[config.mk]
export PLATFORM = sky130hd
export DESIGN_NAME = control_unit_flat
export DESIGN_NICKNAME = d
export VERILOG_FILES = /design/src/rtl/control_unit_if.sv /design/src/rtl/control_unit.sv /design/src/flat_wrapper.sv
export SDC_FILE = /design/constraint.sdc
export NUM_CORES = 1
export LEC_CHECK = 0
export CORE_MARGIN = 8
export CORE_UTILIZATION = 35
export CTS_BUF_LIST = sky130_fd_sc_hd__clkbuf_8
export DETAILED_ROUTE_END_ITERATION = 10
export PLACE_DENSITY = 0.67
export RECOVER_POWER = 25
export SYNTH_ARGS = -nofsm -noshare
export SYNTH_HDL_FRONTEND = slang
export SYNTH_SLANG_ARGS = --single-unit
[constraint.sdc]
create_clock -name clk -period 4.55 [get_ports clk]
set_input_delay 0.6825 -clock clk [delete_from_list [all_inputs] [get_ports clk]]
set_output_delay 0.6825 -clock clk [all_outputs]
set_load 0.01 [all_outputs]
[src/rtl/control_unit_if.sv]
// Data RAM request/ready handshake between the control unit and memory.
interface control_unit_if;
  logic mem_req;
  logic mem_we;
  logic mem_ready;

  modport master (
    output mem_req,
    output mem_we,
    input  mem_ready
  );

  modport slave (
    input  mem_req,
    input  mem_we,
    output mem_ready
  );
endinterface

[src/rtl/control_unit.sv]
// Multi-cycle FSM sequencer for the CPU datapath (Moore control outputs).
// Optional CTRL_SINGLE_STEP_EN adds a step input gating each fetch.
module control_unit #(
  parameter int OPCODE_W    = 4,
  parameter int ALU_OP_W    = 3,
  parameter int MEM_TIMEOUT = 15
) (
  input  logic                clk,
  input  logic                rst_n,
`ifdef CTRL_SINGLE_STEP_EN
  input  logic                step,
`endif
  input  logic [OPCODE_W-1:0] opcode,
  input  logic                flag_z,
  control_unit_if.master      mem,
  output logic                pc_we,
  output logic                pc_src,
  output logic                ir_we,
  output logic                rega_we,
  output logic                regb_we,
  output logic                alu_src_b,
  output logic [ALU_OP_W-1:0] alu_op,
  output logic                acc_we,
  output logic                flags_we,
  output logic                mar_we,
  output logic                mdr_we,
  output logic                rf_we,
  output logic                rf_wsel,
  output logic                halted,
  output logic [1:0]          fault
);

  typedef enum logic [3:0] {
    FETCH, DECODE, EXEC, WB,
    MEM_ADDR, MEM_AR, MEM_RD, LD_WB,
    MEM_WR, BRANCH, HALT
  } state_t;

  localparam int CW = $clog2(MEM_TIMEOUT + 1);
  localparam logic [CW-1:0] TO_LAST = CW'(MEM_TIMEOUT - 1);

  localparam logic [OPCODE_W-1:0] OP_NOP  = OPCODE_W'(0);
  localparam logic [OPCODE_W-1:0] OP_ADD  = OPCODE_W'(1);
  localparam logic [OPCODE_W-1:0] OP_ADDI = OPCODE_W'(6);
  localparam logic [OPCODE_W-1:0] OP_LD   = OPCODE_W'(7);
  localparam logic [OPCODE_W-1:0] OP_ST   = OPCODE_W'(8);
  localparam logic [OPCODE_W-1:0] OP_BEQ  = OPCODE_W'(9);
  localparam logic [OPCODE_W-1:0] OP_BNE  = OPCODE_W'(10);
  localparam logic [OPCODE_W-1:0] OP_JMP  = OPCODE_W'(11);
  localparam logic [OPCODE_W-1:0] OP_HALT = OPCODE_W'(15);

  localparam logic [ALU_OP_W-1:0] ALU_ADD = ALU_OP_W'(0);

  state_t              st, nxt;
  logic [OPCODE_W-1:0] op_q;
  logic                flag_q;
  logic [CW-1:0]       cnt;
  logic [1:0]          fault_q, fault_nxt;
  logic                go;
  logic                taken;
  logic                d_nop, d_alu, d_mem, d_br, d_hlt;

`ifdef CTRL_SINGLE_STEP_EN
  logic step_pend;

  // A pulse seen mid-instruction is kept so the next fetch still runs.
  always_ff @(posedge clk or negedge rst_n) begin
    if (!rst_n) begin
      step_pend <= 1'b0;
    end else begin
      step_pend <= (st == FETCH) ? 1'b0 : (step_pend | step);
    end
  end

  assign go = step | step_pend;
`else
  assign go = 1'b1;
`endif

  assign d_nop = (opcode == OP_NOP);
  assign d_alu = (opcode >= OP_ADD) && (opcode <= OP_ADDI);
  assign d_mem = (opcode == OP_LD) || (opcode == OP_ST);
  assign d_br  = (opcode >= OP_BEQ) && (opcode <= OP_JMP);
  assign d_hlt = (opcode == OP_HALT);

  assign taken = (op_q == OP_JMP)
               | ((op_q == OP_BEQ) & flag_q)
               | ((op_q == OP_BNE) & ~flag_q);

  assign fault = fault_q;

  always_ff @(posedge clk or negedge rst_n) begin
    if (!rst_n) begin
      st      <= FETCH;
      op_q    <= '0;
      flag_q  <= 1'b0;
      cnt     <= '0;
      fault_q <= 2'd0;
    end else begin
      st      <= nxt;
      fault_q <= fault_nxt;
      if (st == DECODE) begin
        op_q   <= opcode;
        flag_q <= flag_z;
      end
      if ((nxt == st) && ((st == MEM_RD) || (st == MEM_WR))) begin
        cnt <= cnt + 1'b1;
      end else begin
        cnt <= '0;
      end
    end
  end

  // Enables are forced low while rst_n is held so reset is quiet.
  always_comb begin
    nxt          = st;
    fault_nxt    = fault_q;
    pc_we        = 1'b0;
    pc_src       = 1'b0;
    ir_we        = 1'b0;
    rega_we      = 1'b0;
    regb_we      = 1'b0;
    alu_src_b    = 1'b0;
    alu_op       = ALU_ADD;
    acc_we       = 1'b0;
    flags_we     = 1'b0;
    mar_we       = 1'b0;
    mdr_we       = 1'b0;
    mem.mem_req  = 1'b0;
    mem.mem_we   = 1'b0;
    rf_we        = 1'b0;
    rf_wsel      = 1'b0;
    halted       = 1'b0;
    if (rst_n) begin
      unique case (st)
        FETCH: begin
          if (go) begin
            ir_we = 1'b1;
            pc_we = 1'b1;
            nxt   = DECODE;
          end
        end
        DECODE: begin
          rega_we = 1'b1;
          regb_we = 1'b1;
          unique case (1'b1)
            d_nop:   nxt = FETCH;
            d_alu:   nxt = EXEC;
            d_mem:   nxt = MEM_ADDR;
            d_br:    nxt = BRANCH;
            d_hlt:   nxt = HALT;
            default: begin
              nxt       = HALT;
              fault_nxt = 2'd1;
            end
          endcase
        end
        EXEC: begin
          acc_we   = 1'b1;
          flags_we = 1'b1;
          if (op_q == OP_ADDI) begin
            alu_src_b = 1'b1;
          end else begin
            alu_op = ALU_OP_W'(op_q - OP_ADD);
          end
          nxt = WB;
        end
        WB: begin
          rf_we = 1'b1;
          nxt   = FETCH;
        end
        MEM_ADDR: begin
          alu_src_b = 1'b1;
          acc_we    = 1'b1;
          nxt       = MEM_AR;
        end
        MEM_AR: begin
          mar_we = 1'b1;
          nxt    = (op_q == OP_LD) ? MEM_RD : MEM_WR;
        end
        MEM_RD: begin
          mem.mem_req = 1'b1;
          if (mem.mem_ready) begin
            mdr_we = 1'b1;
            nxt    = LD_WB;
          end else if (cnt == TO_LAST) begin
            nxt       = HALT;
            fault_nxt = 2'd2;
          end
        end
        LD_WB: begin
          rf_we   = 1'b1;
          rf_wsel = 1'b1;
          nxt     = FETCH;
        end
        MEM_WR: begin
          mem.mem_req = 1'b1;
          mem.mem_we  = 1'b1;
          if (mem.mem_ready) begin
            nxt = FETCH;
          end else if (cnt == TO_LAST) begin
            nxt       = HALT;
            fault_nxt = 2'd2;
          end
        end
        BRANCH: begin
          pc_we  = taken;
          pc_src = taken;
          nxt    = FETCH;
        end
        HALT: begin
          halted = 1'b1;
        end
        default: nxt = FETCH;
      endcase
    end
  end

endmodule

[src/flat_wrapper.sv]
// flat-port wrapper written by rule: the top's interface ports become plain ports
module control_unit_flat 
#(
  parameter int OPCODE_W    = 4,
  parameter int ALU_OP_W    = 3,
  parameter int MEM_TIMEOUT = 15
)
  (clk, rst_n, opcode, flag_z, pc_we, pc_src, ir_we, rega_we, regb_we, alu_src_b, alu_op, acc_we, flags_we, mar_we, mdr_we, rf_we, rf_wsel, halted, fault, mem_mem_req, mem_mem_we, mem_mem_ready);
  control_unit_if mem_i ();
  input  logic clk;
  input  logic rst_n;
  input  logic [OPCODE_W-1:0] opcode;
  input  logic flag_z;
  output logic pc_we;
  output logic pc_src;
  output logic ir_we;
  output logic rega_we;
  output logic regb_we;
  output logic alu_src_b;
  output logic [ALU_OP_W-1:0] alu_op;
  output logic acc_we;
  output logic flags_we;
  output logic mar_we;
  output logic mdr_we;
  output logic rf_we;
  output logic rf_wsel;
  output logic halted;
  output logic [1:0] fault;
  output wire logic [$bits(mem_i.mem_req)-1:0] mem_mem_req;
  output wire logic [$bits(mem_i.mem_we)-1:0] mem_mem_we;
  input wire logic [$bits(mem_i.mem_ready)-1:0] mem_mem_ready;
  assign mem_mem_req = mem_i.mem_req;
  assign mem_mem_we = mem_i.mem_we;
  assign mem_i.mem_ready = mem_mem_ready;
  control_unit #(.OPCODE_W(OPCODE_W), .ALU_OP_W(ALU_OP_W), .MEM_TIMEOUT(MEM_TIMEOUT)) u_core (.clk(clk), .rst_n(rst_n), .opcode(opcode), .flag_z(flag_z), .mem(mem_i), .pc_we(pc_we), .pc_src(pc_src), .ir_we(ir_we), .rega_we(rega_we), .regb_we(regb_we), .alu_src_b(alu_src_b), .alu_op(alu_op), .acc_we(acc_we), .flags_we(flags_we), .mar_we(mar_we), .mdr_we(mdr_we), .rf_we(rf_we), .rf_wsel(rf_wsel), .halted(halted), .fault(fault));
endmodule
==> qor.csv, run 1 <==
metric,value,unit
status,completed,
# fillers,358,
final hold violations,0,
layout cells sized above 1,7.10,%
Static Leak,0.629,nW
"most used cell, CP",clkdlybuf4s50_1,
CTS H-tree depth,1,
Die Area,0.00565,sq mm
cts hold-fix bufs,0,
io pins,28,
Mapped Nets,159,
Setup CP Type,in2out,
Cell variety after synth,48,
Slew @ Worst Pin,628,ps
Period minus WS final,3500,ps
fin util,46.2,%
final design area excluding fillers,0.00156,sq mm
total negative slack,0,ps
syn avg cell area,8.46,sq um
Inserted Clock Buffers,3,
Die Ht,75.2,um
CTS tree,built,
critical path startpoint category,input pin,
port bufs,27,
"Slowest-stage cell, CP",clkdlybuf4s50_1,
Worst IR Drop VDD,196,uV
HPWL after detailed placement,2.37,mm
Worst-Skew Late Latency,250,ps
CTS Sinks,15,
"Seq/Total Area, Yosys",30.6,%
slew margin rel.,58.1,%
pin count of the biggest net entering global routing,23,
DRC viols,0,
P&R area growth vs syn,26.8,%
core area,0.00336,sq mm
worst-path cell chain,clkdlybuf4s50_1 > or4b_1 > a21o_1 > nor2_1 > and2_1 > clkdlybuf4s50_1,
# diodes,0,
dpl cells,211,
Post-synth EDFFs,0,
PwrDens,542,mW/mm^2
"Slew Viols, Final",0,
wire per inst,14.2,um
DRT iter0 DRCs,133,
vias in the first global route,1136,
GPL Wtd Cong,0.878,
final setup violation count,0,
gr ovfl total,0,
asr flop ratio synth,100,%
CP max stage delay,550,ps
Post-CTS Setup Bufs,0,
maxcap violations,0,
initial antenna violation count,0,
CP max FO,7,
worst path required time,3870,ps
Mapped Area,0.00123,sq mm
"FF+latch count, synth",15,
Max Fclk,0.286,GHz
RSZ-0062 raised after global routing,false,
routed vias,1133,
PostCTS Resize Cnt,0,
first-pass GRT wire length,5.33,mm
"Reg clk slew, reported paths",60,ps
vias per inst,5.27,
gr usage total,12.0,%
met3 wire len,232,um
Routed Antenna Nets,0,
Routed met2 length,1.40,mm
placed inst area,0.00151,sq mm
reg2reg start,u_core.st[2],
post-route clock period utilization,76.8,%
critical path data arrival time,2810,ps
"Cell Count, Final, Fillers Out",215,
Fin Clk Skew,0.586,ps
die extent in x,75.2,um
Post-synth top flop,dfrtp_1,
Root Driver,clkbuf_8,
Hold/Removal Path Class,reg2reg,
CTS max path bufs,2,
num rows,21,
Syn Inst Count,145,
critical path capture point type,output pin,
worst setup path start,mem_mem_ready,
Initial DRT Pass Iterations,4,
nets@finish,184,
Synth Warn #,0,
initial core utilization,36.5,%
met1 wire length,1.37,mm
final WL,3.05,mm
Hold Path Origin,u_core.fault[0],
Top Metal Used,met4,
-- kinds of logic after synthesis --
logic type | Yosys count | share of synthesized area (%)
adder cells (fa/ha/maj) | 6 | 6.12
AND/OR/NAND/NOR | 69 | 32.7
XOR/XNOR | 4 | 2.86
AO/OA/AOI/OAI | 32 | 20.2
flip-flops | 15 | 30.6
buffers and inverters | 19 | 7.55
-- per-stage QoR --
step | setup slack (ps) | hold slack [ps] | power (mW)
floorplan | 2190 | 387 | 0.603
global placement | 1110 | 477 | 0.722
detailed placement | 1060 | 504 | 0.737
CTS | 1060 | 520 | 0.847
global route | 960 | 545 | 0.925
finish | 1050 | 514 | 0.844
-- worst max-delay path, delay by kind of cell --
family | cells | cell delay [ps]
compound gates | 1 | 210
buf+inv | 2 | 1070
simple gates | 3 | 860
-- per-layer routing --
layer,vias up,GRT usage [%]
met5,-,0
met4,0,5.54
met3,6,2.93
li1,566,-
met1,529,14.8
met2,32,19.3
-- layout by cell type, fill, tap and decap left out, types with 2 or more instances in the layout --
cell / count
clkdlybuf4s50_1: 26
clkbuf_8: 3
a21o_1: 3
or4b_1: 2
nor2_1: 13
nand3_1: 7
nand2_1: 12
or2_2: 2
o21ai_0: 9
nor4_1: 4
a211oi_1: 4
o22ai_1: 2
nand2b_1: 3
nor3_1: 7
and2_1: 2
a21oi_1: 2
o21a_1: 3
inv_1: 12
ha_1: 6
dfrtp_1: 15
and3_1: 2
xnor2_1: 3
nand3b_1: 3
-- final timing paths --
path | endpoint | slack [ps] | depth (start not counted)
setup reg to reg | u_core.cnt[0] | 2350 | 4
min in group asynchronous | u_core.fault[1] | 880 | 2
max in group asynchronous | u_core.op_q[0] | 3460 | 2
hold / removal | u_core.fault[0] | 510 | 1
setup / recovery | mdr_we | 1050 | 6
hold reg to reg | u_core.fault[0] | 510 | 1
-- layout make-up --
| type | instances | area, sq um | area share, % |
|---|---|---|---|
| Tap cell | 46 | 57.6 | 3.70 |
| Inverter | 11 | 41.3 | 2.65 |
| Multi-Input combinational cell | 111 | 758 | 48.8 |
| Timing Repair Buffer | 28 | 278 | 17.9 |
| Clock inverter | 1 | 3.75 | 0.241 |
| Clock buffer | 3 | 41.3 | 2.65 |
| Sequential cell | 15 | 375 | 24.1 |
-- sequential cells by signal, summed over array words and instances (netlist names) --
signal	flops
u_core.op_q	4
u_core.st	4
u_core.flag_q	1
u_core.fault	2
u_core.cnt	4
-- synthesized netlist by cell type (4+ instances only) --
master / number / area share [%]
ha_1: 6 / 6.1
nor3_1: 7 / 2.9
inv_1: 11 / 3.4
nor4_1: 4 / 2.0
o21ai_0: 9 / 3.7
nand2_1: 12 / 3.7
dfrtp_1: 15 / 31
a211oi_1: 4 / 2.4
nand3_1: 7 / 2.9
nor2_1: 13 / 4.0
-- power breakdown --
group	switching, mW	leakage, nW	total (mW)	internal (mW)
Combinational	0.238	0.410	0.454	0.216
Clock	0.0462	0.0269	0.106	0.0598
Sequential	0.106	0.192	0.284	0.178
Total	0.390	0.629	0.844	0.454
Power figures use the tool's default switching activity.
==> run 2: changes to the inputs <==
clock period = 3.4 ns   (was 4.55 ns; I/O delays follow)
==> qor.csv, run 2 (synthesis results as in run 1) <==
metric,value,unit
CP max FO,7,
num rows,21,
HPWL after detailed placement,2.42,mm
gr ovfl total,0,
RSZ-0062 raised after global routing,false,
final hold violations,0,
critical path capture point type,output pin,
reg2reg start,u_core.st[2],
die extent in x,75.2,um
crit path buf inv count,2,
Slew @ Worst Pin,621,ps
"CP delay by family, top",buffers and inverters,
Initial DRT Pass Iterations,4,
initial core utilization,36.5,%
slew margin rel.,58.6,%
port bufs,27,
CP max stage delay,550,ps
Die Ht,75.2,um
Hold Path End,u_core.cnt[0],
worst-path cell chain,clkdlybuf4s50_1 > or4b_1 > a21o_1 > nor2_1 > and2_1 > clkdlybuf4s50_1,
io pins,28,
register area,375,sq um
reg2reg end,u_core.cnt[2],
Fin Clk Skew,3.52,ps
cts hold-fix bufs,0,
pin count of the biggest net entering global routing,23,
Period minus WS final,3170,ps
Worst IR Drop VDD,290,uV
gr usage total,11.3,%
Setup CP Type,in2out,
Root Driver,clkbuf_8,
GPL Wtd Cong,0.842,
Die Area,0.00565,sq mm
first-pass GRT wire length,5.06,mm
layout cells sized above 1,7.10,%
post-route clock period utilization,93.1,%
"commonest non-fill, non-tap cell in the layout",clkdlybuf4s50_1,
most frequent cells in the layout,"clkdlybuf4s50_1 (26), dfrtp_1 (15), nor2_1 (13)",
routed vias,1152,
footprint of the multi-input gates,758,sq um
"Reg clk slew, reported paths",60,ps
nets@finish,184,
PostCTS Resize Cnt,0,
critical path data arrival time,2660,ps
core area,0.00336,sq mm
critical path startpoint category,input pin,
"Slowest-stage cell, CP",clkdlybuf4s50_1,
DRT iter0 DRCs,85,
"Slew Viols, Final",0,
total power,1.13,mW
total negative slack,0,ps
CTS tree,built,
Routed Antenna Nets,0,
P&R area growth vs syn,26.8,%
Post-CTS Setup Bufs,0,
cell depth of the worst min-delay path,1,
# fillers,358,
"most used cell, CP",clkdlybuf4s50_1,
CTS H-tree depth,1,
Worst R2R Setup Slack,1210,ps
CTS max path bufs,2,
vias in the first global route,1134,
final setup violation count,0,
worst path required time,2890,ps
status,completed,
final WL,3.10,mm
vias per inst,5.36,
Static Leak,0.629,nW
Hold/Removal Path Class,reg2reg,
Inserted Clock Buffers,3,
CTS Sinks,15,
PwrDens,725,mW/mm^2
Hold Path Origin,u_core.cnt[0],
# diodes,0,
Top Registers,"u_core.cnt (4), u_core.op_q (4), u_core.st (4)",
Max Fclk,0.316,GHz
wire per inst,14.4,um
Worst-Skew Late Latency,250,ps
Reg2Reg Depth,4,
initial antenna violation count,0,
maxcap violations,0,
DRC viols,0,
## run 2: cell counts in the layout (fill, tap and decap cells not counted)
No cell type changed its count.
## run 2: layout make-up
| cell class | count | share of cell area, % |
|---|---|---|
| clock buffers | 3 | 2.65 |
| clock inverters | 1 | 0.241 |
| inverters | 11 | 2.65 |
| multi-input cells | 111 | 48.8 |
| flip-flops and latches | 15 | 24.1 |
| well taps | 46 | 3.70 |
| repair buffers | 28 | 17.9 |
## run 2: where the power goes
| group | total, mW | leakage (nW) | internal (mW) | switching (mW) |
|---|---|---|---|---|
| Combinational | 0.605 | 0.410 | 0.288 | 0.316 |
| Clock | 0.144 | 0.0269 | 0.0801 | 0.0637 |
| Sequential | 0.380 | 0.192 | 0.238 | 0.142 |
| Total | 1.13 | 0.629 | 0.606 | 0.522 |
## run 2: metrics by stage
stage	util (%)	cell area [sq um]	std cells	hold WS (ps)	setup WS, ps
detailed placement	44.9	1510	211	490	244
global placement	44.9	1510	211	477	305
floorplan	-	1230	145	214	1330
global route	46.2	1560	215	510	155
finish	46.2	1560	215	494	233
CTS	46.2	1560	215	498	259
## run 2: layer usage
metal / track usage, % / vias to the layer above / share of wire (%)
met5: 0 / - / 0
met4: 5.12 / 0 / 1.6
met3: 2.26 / 4 / 5.0
met2: 18.2 / 29 / 45
met1: 13.9 / 550 / 48
li1: - / 569 / -
## run 2: how the worst max path moves through the flow
stage,start,to,cells after the start
final,mem_mem_ready,mdr_we,6
after global routing,mem_mem_ready,mdr_we,6
after floorplan,u_core.st[1],pc_we,4
after global placement,mem_mem_ready,mdr_we,6
after CTS,mem_mem_ready,mdr_we,6
after detailed placement,mem_mem_ready,mdr_we,6
==> run 3: changes to the inputs <==
CAP_MARGIN = 20   (was unset)
CORE_ASPECT_RATIO = 1.4   (was unset)
clock period = 3.8 ns   (was 3.4 ns; I/O delays follow)
==> qor.csv, run 3 (synthesis results as in run 1) <==
metric,value,unit
status,completed,
"most used cell, CP",clkdlybuf4s50_1,
CTS H-tree depth,1,
CP Capture Point,mdr_we,
"Slowest-stage cell, CP",or4b_1,
CP max FO,7,
core area,0.00338,sq mm
Reg2Reg Depth,4,
worst-path cell chain,clkdlybuf4s50_1 > or4b_1 > a21o_1 > nor2_1 > and2_1 > clkdlybuf4s50_1,
worst setup path start,mem_mem_ready,
RSZ-0062 raised after global routing,false,
Worst IR Drop VDD,354,uV
initial antenna violation count,0,
gr usage total,11.9,%
footprint of the multi-input gates,758,sq um
setup ws final,520,ps
Static Leak,0.628,nW
Top Registers,"u_core.cnt (4), u_core.op_q (4), u_core.st (4)",
maxcap violations,0,
routed vias,1196,
nets@finish,184,
Root Driver,clkbuf_8,
Worst R2R Setup Slack,1620,ps
Max Fclk,0.305,GHz
vias per inst,5.72,
P&R area growth vs syn,26.3,%
most frequent cells in the layout,"clkdlybuf4s50_1 (26), dfrtp_1 (15), nor2_1 (13)",
PostCTS Resize Cnt,0,
Die Area,0.00568,sq mm
fin util,45.9,%
reg2reg start,u_core.st[2],
first-pass GRT wire length,5.49,mm
"Cell Count, Final, Fillers Out",209,
Setup CP Type,in2out,
io pins,28,
slew margin rel.,57.8,%
total negative slack,0,ps
Die Ht,86.0,um
final WL,3.21,mm
# diodes,0,
post-route clock period utilization,86.3,%
layout cells sized above 1,7.69,%
CTS max path bufs,2,
PwrDens,656,mW/mm^2
vias in the first global route,1194,
critical path startpoint category,input pin,
Fin Clk Skew,2.73,ps
critical path capture point type,output pin,
initial core utilization,36.3,%
dpl cells,205,
Critical Path Stages,6,
CP max stage delay,550,ps
critical path data arrival time,2710,ps
wire per inst,15.4,um
Inserted Clock Buffers,3,
Worst-Skew Late Latency,250,ps
Routed Antenna Nets,0,
hold_ws,499,ps
"Slew Viols, Final",0,
Period minus WS final,3280,ps
register area,375,sq um
cts hold-fix bufs,0,
# fillers,349,
"CP delay by family, top",buffers and inverters,
Post-CTS Setup Bufs,0,
CTS Sinks,15,
Place WS,543,ps
DRC viols,0,
Initial DRT Pass Iterations,4,
pin count of the biggest net entering global routing,23,
crit path buf inv count,2,
die extent in x,66.0,um
port bufs,27,
reg2reg end,u_core.cnt[1],
"Reg clk slew, reported paths",60,ps
num rows,25,
worst path required time,3230,ps
DRT iter0 DRCs,102,
CTS tree,built,
HPWL after detailed placement,2.55,mm
GPL Wtd Cong,0.830,
"commonest non-fill, non-tap cell in the layout",clkdlybuf4s50_1,
Hold Path Origin,u_core.fault[0],
final setup violation count,0,
gr ovfl total,0,
Slew @ Worst Pin,633,ps
Hold/Removal Path Class,reg2reg,
final hold violations,0,
## run 3: routing by layer
layer | track usage (%) | up-vias | routed length [um]
li1 | - | 572 | -
met1 | 13.1 | 576 | 1300
met2 | 20.3 | 39 | 1610
met3 | 2.35 | 9 | 207
met4 | 7.02 | 0 | 92
met5 | 0 | - | 0
## run 3: cell type report
class / instances / area share, %
clock buffer: 3 / 2.67
sequential: 15 / 24.2
timing repair buffer: 28 / 17.9
multi-input combinational: 111 / 48.9
inverter: 11 / 2.67
clock inverter: 1 / 0.323
tap: 40 / 3.23
## run 3: metrics by stage
| stage | instance area [sq um] | total power [mW] |
|---|---|---|
| 6_report | 1550 | 1.02 |
| 5_1_grt | 1550 | 1.10 |
| 4_1_cts | 1550 | 1.02 |
| 3_5_place_dp | 1500 | 0.887 |
| 3_3_place_gp | 1500 | 0.869 |
| 2_1_floorplan | 1230 | 0.722 |
## run 3: how the worst min path moves through the flow
stage | slack (ps) | cells after the start | endpoint
2_1_floorplan | 270 | 0 | u_core.cnt[0]
3_3_place_gp | 480 | 1 | u_core.cnt[0]
3_5_place_dp | 490 | 1 | u_core.fault[0]
4_1_cts | 510 | 1 | u_core.cnt[0]
5_1_grt | 520 | 1 | u_core.cnt[0]
6_report | 500 | 1 | u_core.fault[0]
## run 3: report_power, final
group / switching (mW) / leakage [nW] / total [mW] / internal [mW]
combinational: 0.286 / 0.410 / 0.544 / 0.258
sequential: 0.128 / 0.192 / 0.341 / 0.213
clock: 0.0581 / 0.0255 / 0.131 / 0.0727
